===== src/rtl/exec_unit_pkg.sv =====
// -----------------------------------------------------------------------------
// exec_pkg
// Shared types for the exec_unit execute stage: the ARM data-processing opcode
// encoding, the stage FSM states, the bit positions of N/Z/C/V inside the
// 4-bit flags output, and a packed struct for the internal flag register.
// -----------------------------------------------------------------------------
package exec_pkg;

    // ARM data-processing opcode, inst[24:21].
    typedef enum logic [3:0] {
        OP_AND = 4'd0,
        OP_EOR = 4'd1,
        OP_SUB = 4'd2,
        OP_RSB = 4'd3,
        OP_ADD = 4'd4,
        OP_ADC = 4'd5,
        OP_SBC = 4'd6,
        OP_RSC = 4'd7,
        OP_TST = 4'd8,
        OP_TEQ = 4'd9,
        OP_CMP = 4'd10,
        OP_CMN = 4'd11,
        OP_ORR = 4'd12,
        OP_MOV = 4'd13,
        OP_BIC = 4'd14,
        OP_MVN = 4'd15
    } exec_op_e;

    typedef enum logic [0:0] {
        ST_IDLE = 1'b0,
        ST_MUL  = 1'b1
    } exec_state_e;

    // Bit positions inside the {N,Z,C,V} flags vector.
    localparam int FLAG_N = 3;
    localparam int FLAG_Z = 2;
    localparam int FLAG_C = 1;
    localparam int FLAG_V = 0;

    typedef struct packed {
        logic n;
        logic z;
        logic c;
        logic v;
    } exec_flags_t;

endpackage


===== src/rtl/exec_unit_mul_iter.sv =====
// -----------------------------------------------------------------------------
// mul_iter
// Iterative shift-add multiplier, one multiplier bit per cycle.
// Computes the low WIDTH bits of a*b + acc.
//
// Ports:
//   clk      in   clock, rising edge
//   reset    in   synchronous active-high reset; aborts a running multiply
//   start    in   load operands (one-cycle pulse)
//   a        in   multiplicand
//   b        in   multiplier
//   acc      in   addend (zero for plain MUL)
//   done     out  high during the final step; `product` is the final value then
//   product  out  accumulator after the current step (combinational)
//
// Timing: start sampled at edge k, steps happen on edges k+1 .. k+WIDTH and
// `done` is high in the cycle before edge k+WIDTH, so the caller can register
// `product` on that very edge.
// -----------------------------------------------------------------------------
module mul_iter #(
    parameter int WIDTH = 32
) (
    input  logic             clk,
    input  logic             reset,
    input  logic             start,
    input  logic [WIDTH-1:0] a,
    input  logic [WIDTH-1:0] b,
    input  logic [WIDTH-1:0] acc,
    output logic             done,
    output logic [WIDTH-1:0] product
);

    localparam int CW = $clog2(WIDTH);

    logic             busy_q;
    logic [CW-1:0]    count_q;
    logic [WIDTH-1:0] mcand_q;
    logic [WIDTH-1:0] mplier_q;
    logic [WIDTH-1:0] accum_q;

    // The final step's sum is exposed directly so no extra cycle is spent
    // registering it here before the caller captures it.
    assign product = accum_q + (mplier_q[0] ? mcand_q : '0);
    assign done    = busy_q && (count_q == CW'(WIDTH - 1));

    // NOTE: sequential state is written with non-blocking assignments so every
    // register samples the pre-edge values regardless of statement order.
    always_ff @(posedge clk) begin
        if (reset) begin
            busy_q  <= 1'b0;
            count_q <= '0;
        end else if (start) begin
            busy_q  <= 1'b1;
            count_q <= '0;
        end else if (busy_q) begin
            count_q <= count_q + CW'(1);
            if (done) begin
                busy_q <= 1'b0;
            end
        end
    end

    // NOTE: the operand/accumulator registers carry no reset; they are always
    // reloaded by `start` before being read, and busy_q alone gates validity.
    always_ff @(posedge clk) begin
        if (start) begin
            mcand_q  <= a;
            mplier_q <= b;
            accum_q  <= acc;
        end else if (busy_q) begin
            accum_q  <= product;
            mcand_q  <= mcand_q << 1;
            mplier_q <= mplier_q >> 1;
        end
    end

endmodule


===== src/rtl/exec_unit.sv =====
// -----------------------------------------------------------------------------
// exec_unit
// Handshaked execute stage: single-cycle ARM data-processing ALU plus an
// optional iterative MUL/MLA. Holds the registered result and the
// architectural NZCV flag register.
//
// Build option: define EXEC_MUL_EN to build the multiplier and MUL state.
// Without it an is_mul request completes in one cycle with result 0,
// write_result 0 and flags untouched.
//
// Ports:
//   clk, reset        clock; synchronous active-high reset
//   in_valid/in_ready input handshake (in_ready combinational)
//   op                data-processing opcode (ignored when is_mul)
//   is_mul, mul_acc   multiply request; mul_acc selects MLA
//   set_flags         S bit
//   a, b, acc         Rn/multiplicand, shifter output/multiplier, MLA addend
//   shifter_carry     carry used for C on logical ops
//   out_valid/out_ready output handshake
//   result            registered result
//   write_result      0 for TST/TEQ/CMP/CMN, 1 otherwise
//   flags             registered {N,Z,C,V}
// -----------------------------------------------------------------------------
module exec_unit
    import exec_pkg::*;
#(
    parameter int WIDTH = 32
) (
    input  logic             clk,
    input  logic             reset,
    input  logic             in_valid,
    output logic             in_ready,
    input  logic [3:0]       op,
    input  logic             is_mul,
    input  logic             mul_acc,
    input  logic             set_flags,
    input  logic [WIDTH-1:0] a,
    input  logic [WIDTH-1:0] b,
    input  logic [WIDTH-1:0] acc,
    input  logic             shifter_carry,
    output logic             out_valid,
    input  logic             out_ready,
    output logic [WIDTH-1:0] result,
    output logic             write_result,
    output logic [3:0]       flags
);

`ifdef EXEC_MUL_EN
    localparam bit MUL_EN = 1'b1;
`else
    localparam bit MUL_EN = 1'b0;
`endif

    exec_state_e      state_q, state_d;
    exec_flags_t      flags_q;
    exec_op_e         op_e;
    logic             accept;
    logic             mul_go;
    logic             mul_set_flags_q;
    logic             mul_done;
    logic [WIDTH-1:0] mul_product;

    logic [WIDTH-1:0] add_x, add_y;
    logic             add_cin;
    logic [WIDTH:0]   add_sum;
    logic [WIDTH-1:0] alu_result;
    logic             alu_logic;
    logic             alu_write;
    exec_flags_t      alu_flags;

    assign op_e     = exec_op_e'(op);
    assign in_ready = !reset && (state_q == ST_IDLE) && (!out_valid || out_ready);
    assign accept   = in_valid && in_ready;
    assign mul_go   = accept && is_mul && MUL_EN;

    assign flags[FLAG_N] = flags_q.n;
    assign flags[FLAG_Z] = flags_q.z;
    assign flags[FLAG_C] = flags_q.c;
    assign flags[FLAG_V] = flags_q.v;

    // Every arithmetic op is x + y + cin: subtracts invert the subtrahend,
    // so the adder carry-out is directly C = NOT borrow.
    // NOTE: every always_comb output gets a default first so no path can
    // leave it unassigned and infer a latch.
    always_comb begin
        add_x   = a;
        add_y   = b;
        add_cin = 1'b0;
        case (op_e)
            OP_SUB, OP_CMP: begin add_y = ~b; add_cin = 1'b1; end
            OP_RSB:         begin add_x = b;  add_y = ~a; add_cin = 1'b1; end
            OP_ADC:         begin add_cin = flags_q.c; end
            OP_SBC:         begin add_y = ~b; add_cin = flags_q.c; end
            OP_RSC:         begin add_x = b;  add_y = ~a; add_cin = flags_q.c; end
            default:        ;
        endcase
    end

    assign add_sum = {1'b0, add_x} + {1'b0, add_y} + {{WIDTH{1'b0}}, add_cin};

    always_comb begin
        alu_result = add_sum[WIDTH-1:0];
        alu_logic  = 1'b1;
        case (op_e)
            OP_AND, OP_TST: alu_result = a & b;
            OP_EOR, OP_TEQ: alu_result = a ^ b;
            OP_ORR:         alu_result = a | b;
            OP_MOV:         alu_result = b;
            OP_BIC:         alu_result = a & ~b;
            OP_MVN:         alu_result = ~b;
            default:        alu_logic  = 1'b0;
        endcase

        alu_flags   = flags_q;
        alu_flags.n = alu_result[WIDTH-1];
        alu_flags.z = (alu_result == '0);
        if (alu_logic) begin
            alu_flags.c = shifter_carry;
        end else begin
            alu_flags.c = add_sum[WIDTH];
            // Signed overflow: both adder inputs agree in sign, sum does not.
            alu_flags.v = (add_x[WIDTH-1] == add_y[WIDTH-1]) &&
                          (alu_result[WIDTH-1] != add_x[WIDTH-1]);
        end
    end

    assign alu_write = !(op_e inside {OP_TST, OP_TEQ, OP_CMP, OP_CMN});

    always_comb begin
        state_d = state_q;
        case (state_q)
            ST_IDLE: if (mul_go)   state_d = ST_MUL;
            ST_MUL:  if (mul_done) state_d = ST_IDLE;
            default:               state_d = ST_IDLE;
        endcase
    end

    always_ff @(posedge clk) begin
        if (reset) begin
            state_q         <= ST_IDLE;
            out_valid       <= 1'b0;
            result          <= '0;
            write_result    <= 1'b0;
            flags_q         <= '0;
            mul_set_flags_q <= 1'b0;
        end else begin
            state_q <= state_d;
            if (mul_go) begin
                mul_set_flags_q <= set_flags;
            end

            if (accept && !mul_go) begin
                out_valid <= 1'b1;
                if (is_mul) begin
                    // Multiplier not built: complete as a no-op.
                    result       <= '0;
                    write_result <= 1'b0;
                end else begin
                    result       <= alu_result;
                    write_result <= alu_write;
                    if (set_flags) begin
                        flags_q <= alu_flags;
                    end
                end
            end else if (mul_done) begin
                out_valid    <= 1'b1;
                result       <= mul_product;
                write_result <= 1'b1;
                if (mul_set_flags_q) begin
                    flags_q.n <= mul_product[WIDTH-1];
                    flags_q.z <= (mul_product == '0);
                end
            end else if (out_valid && out_ready) begin
                out_valid <= 1'b0;
            end
        end
    end

`ifdef EXEC_MUL_EN
    logic [WIDTH-1:0] mul_addend;
    logic             mul_iter_done;

    assign mul_addend = mul_acc ? acc : '0;
    assign mul_done   = mul_iter_done && (state_q == ST_MUL);

    mul_iter #(.WIDTH(WIDTH)) u_mul_iter (
        .clk     (clk),
        .reset   (reset),
        .start   (mul_go),
        .a       (a),
        .b       (b),
        .acc     (mul_addend),
        .done    (mul_iter_done),
        .product (mul_product)
    );
`else
    logic unused_mul_inputs;

    assign unused_mul_inputs = ^{acc, mul_acc};
    assign mul_done          = 1'b0;
    assign mul_product       = '0;
`endif

endmodule


===== config.mk =====
export PLATFORM = sky130hd
export DESIGN_NAME = exec_unit
export DESIGN_NICKNAME = d
export VERILOG_FILES = /design/src/rtl/exec_unit_pkg.sv /design/src/rtl/exec_unit_mul_iter.sv /design/src/rtl/exec_unit.sv
export SDC_FILE = /design/constraint.sdc
export NUM_CORES = 1
export LEC_CHECK = 0
export CAP_MARGIN = 20
export CELL_PAD_IN_SITES_DETAIL_PLACEMENT = 1
export CELL_PAD_IN_SITES_GLOBAL_PLACEMENT = 1
export CORE_UTILIZATION = 36
export DETAILED_ROUTE_END_ITERATION = 6
export PLACE_DENSITY = 0.94
export SLEW_MARGIN = 20
export SYNTH_ARGS = -nofsm -noshare
export SYNTH_HDL_FRONTEND = slang
export SYNTH_SLANG_ARGS = --single-unit

===== constraint.sdc =====
create_clock -name clk -period 7.5 [get_ports clk]
set_clock_uncertainty 0.15 [all_clocks]
set_input_delay 1.5 -clock clk [delete_from_list [all_inputs] [get_ports clk]]
set_output_delay 1.5 -clock clk [all_outputs]
set_load 0.01 [all_outputs]

==> flow_metrics.py <==
metrics = {
    "power": {
        "ir_drop_mv": 0.1178,
        "power_frac_seq_pct": 19.4,
        "switching_share_pct": 44.95,
        "pwr-share-comb_pct": 57.8,
        "finalPower_mw": 1.115,
        "internal_power_mw": 0.6139,
        "p_clk_share_pct": 22.9,
        "p_leak_nw": 3.251,
        "power_density_mw_per_mm2": 144.2,
        "p_switching_mw": 0.5012,
    },
    "sta": {
        "period_share_pct": 93.17,
        "fin_hold_ws_ns": 0.3474,
        "setup_viol": 0,
        "min_period_ns": 6.988,
        "max_slew_margin_pct": 28.18,
        "final_max_slew_viol_count": 0,
        "hold_violations": 0,
        "tightest_slew_ns": 1.074,
        "tns_ns": 0,
        "max_freq_mhz": 143.1,
        "rsz0062_at_grt": "false",
    },
    "route": {
        "viasPerCell": 6.397,
        "drc": 0,
        "drt_wl_total_mm": 27.79,
        "ant_nets": 0,
        "wl_met2_mm": 12.49,
        "routedLengthMet1_mm": 11.08,
        "vias": 8130,
        "top_layer_used": "met4",
        "drt-pass1-iter-count": 6,
        "drt_iter0_drc": 837,
        "wl_per_cell_um": 21.87,
        "wl_met3_mm": 2.406,
    },
    "yosys": {
        "syn_avg_cell_area_um2": 6.442,
        "synthTopCellsByCount": "nor2_1, o21ai_0, a21oi_1, nand2_1, inv_1",
        "yosysSeqAreaShare_pct": 12.11,
        "synthesis.nets": 1148,
        "ys.flop_type": "dfxtp_1",
        "ys_seq_elements": 38,
        "synth-edff-count": 0,
        "post-synth-top-area-cell": "ha_1",
        "netlist_instances": 975,
        "async_flop_share_pct": 0,
        "synth.top_cell.area_share_pct": 12.55,
        "synth_cell_type_count": 67,
        "yosys_warnings": 0,
        "synth.most_common_cell": "nor2_1",
        "ys_top_cells_by_area": "ha_1, dfxtp_1, o21ai_0",
        "netlist_area_mm2": 0.006281,
    },
    "finish": {
        "drive_gt1_share_pct": 3.996,
        "stdcell_count": 1271,
        "syn2layout_area_growth_pct": 23.09,
        "insertedDiodeCount": 0,
        "finish.utilization_pct": 45.97,
        "nets": 1223,
    },
    "cts": {
        "numClockSinks": 38,
        "clk_transition_reported_paths_ns": 0.06,
        "cts_root_buffer": "clkbuf_16",
        "clock_path_buffers": 2,
        "numCtsBuffers": 5,
        "cts_setup_buffers": 0,
        "cts_tree": "done",
        "clock_latency_ns": 0.30,
        "ctsResizeCount": 0,
        "holdBufCountCts": 0,
        "htreeDepth": 2,
    },
    "global_routing": {
        "grt_util_all_layers_pct": 30.58,
        "grt_pass1_vias": 8302,
        "grt_max_degree": 58,
        "grt_pass1_wl_mm": 43.34,
        "overflow": 0,
        "antenna_found_initial": 0,
    },
    "die": {
        "core-area_mm2": 0.01682,
        "die_w_um": 134.1,
        "rows": 47,
        "boundaryPins": 147,
        "die-area_mm2": 0.01798,
        "die_y_um": 134.1,
        "start_util_pct": 37.35,
    },
    "critical_path": {
        "cpMostUsedCell": "nand2_1",
        "cp-start-kind": "input port",
        "r2r_end": "flags[2]$_SDFFE_PP0P_",
        "cp.depth": 23,
        "cp-endpoint": "flags[2]$_SDFFE_PP0P_",
        "worstSetupEndpointType": "flip-flop",
        "rrSetupSlack_ns": 2.95,
        "ff2ff_path_depth": 16,
        "path_max_fanout": 31,
        "worstSetupPathType": "in -> reg",
        "critical_path_buf_inv_count": 5,
        "cp.required_ns": 7.60,
        "slowest_delay_ns": 0.72,
        "timing.rr.start": "flags[1]$_SDFFE_PP0P_",
        "cp_cell_sequence": "clkdlybuf4s50_1, nand2_1, and3_1, buf_4, inv_1, nand2_1, buf_4, nand2_1, o21ai_0, o21ai_0, inv_1, fa_1, nand2b_1, a21oi_1, o21ai_1, a21oi_1, mux2_2, o221ai_1, or4_1, nor4_2, nand4b_1, nor4_2, a31o_1",
        "crit_start": "op[3]",
        "cp_top_family": "simple AND/OR/NAND/NOR gates",
        "slowest_stage": "clkdlybuf4s50_1",
        "crit_arrival_ns": 7.09,
    },
    "placed_design": {
        "numPlacedInstances": 1263,
        "port_buffers": 113,
        "gp_congestion": 1.037,
        "dpl.hpwl_mm": 20.09,
    },
    "min_path": {
        "hp-class": "reg -> reg",
        "holdPathStages": 2,
    },
    "run": {
        "cap_violations": 0,
    },
    "run_status": {
        "status": "finished clean",
    },
}
worst min path at each step:
stage | start | endpoint | slack [ns]
global placement | result[31]$_SDFFE_PP0P_ | result[31]$_SDFFE_PP0P_ | 0.30
global route | result[31]$_SDFFE_PP0P_ | result[31]$_SDFFE_PP0P_ | 0.37
CTS | result[6]$_SDFFE_PP0P_ | result[6]$_SDFFE_PP0P_ | 0.35
detailed placement | result[31]$_SDFFE_PP0P_ | result[31]$_SDFFE_PP0P_ | 0.32
floorplan | result[31]$_SDFFE_PP0P_ | result[31]$_SDFFE_PP0P_ | 0.33
finish | result[6]$_SDFFE_PP0P_ | result[6]$_SDFFE_PP0P_ | 0.35
kinds of logic after synthesis:
group	after synthesis	share of synthesized area, %
adders and majority gates	65	13.19
and+or+nand+nor	306	22.17
muxes	4	0.6972
AOI/OAI and AO/OA	377	36.59
buffers and inverters	141	9.103
DFF	38	12.11
xor gates and xnor gates	44	6.135
per-stage QoR:
stage / instance area, µm² / setup slack, ns
finish: 7731 / 0.5124
global route: 7731 / 0.1690
CTS: 7731 / 0.6791
detailed placement: 7566 / 0.4015
global placement: 7566 / 0.7708
floorplan: 6281 / 1.231
power by group through the flow:
stage,Combinational (mW),Sequential [mW],Clock (mW)
finish,0.644,0.216,0.255
global route,0.693,0.216,0.263
CTS,0.626,0.216,0.252
detailed placement,0.617,0.220,0
global placement,0.588,0.220,0
floorplan,0.397,0.223,0
layout make-up:
class / instances / area (µm²)
Fill cell: 2244 / 9087
Multi-Input combinational cell: 796 / 4965
Timing Repair Buffer: 134 / 1284
Sequential cell: 38 / 760.7
Inverter: 75 / 281.5
Tap cell: 220 / 275.3
Clock buffer: 5 / 125.1
Clock inverter: 3 / 40.04
worst register-to-register path: stages (launching register included):
cell and delay, ns:
dfxtp_1 0.37, a21oi_1 0.09, o2bb2ai_1 0.22, fa_1 0.26
inv_1 0.07, fa_1 0.46, nand2b_1 0.18, a21oi_1 0.37
o21ai_1 0.20, a21oi_1 0.18, mux2_2 0.18, o221ai_1 0.25
or4_1 0.63, nor4_2 0.33, nand4b_1 0.18, nor4_2 0.19
a31o_1 0.18
per-layer routing:
metal	global-route usage, %	up-vias
li1	-	3669
met1	37.06	3866
met2	49.68	456
met3	5.669	139
met4	19.60	0
met5	0	-
registers in the layout, indices dropped and copies added (netlist names):
register,flops
result,32
write_result,1
out_valid,1
flags,4
placed cells by master, fill, tap and decap left out, types with 3 or more instances in the layout:
cell type	Yosys	layout
a22oi_1	31	31
o22ai_1	22	22
o21a_1	3	3
o31ai_1	3	3
inv_1	75	75
a2bb2oi_1	3	3
a21o_1	14	14
clkdlybuf4s50_1	0	112
o21ai_0	111	111
o21ai_1	7	7
xnor2_1	25	25
nand3b_1	3	3
ha_1	63	63
a222oi_1	5	5
nor4_1	6	6
nor3_1	10	9
nor2_1	123	123
o2bb2ai_1	3	3
o211ai_1	8	8
a21oi_1	110	110
mux2_2	3	3
a211o_1	3	3
nand2b_1	5	5
clkbuf_16	0	5
xor2_1	19	19
o221ai_1	9	9
nand4_1	7	7
a221oi_1	8	8
o21bai_1	4	4
and3_1	5	5
a31oi_1	8	8
nor2b_1	18	18
buf_4	2	21
a211oi_1	4	4
nand2_1	97	97
nand3_1	12	12
dfxtp_1	38	38
o32ai_1	7	7
(Power assumes the default switching activity.)
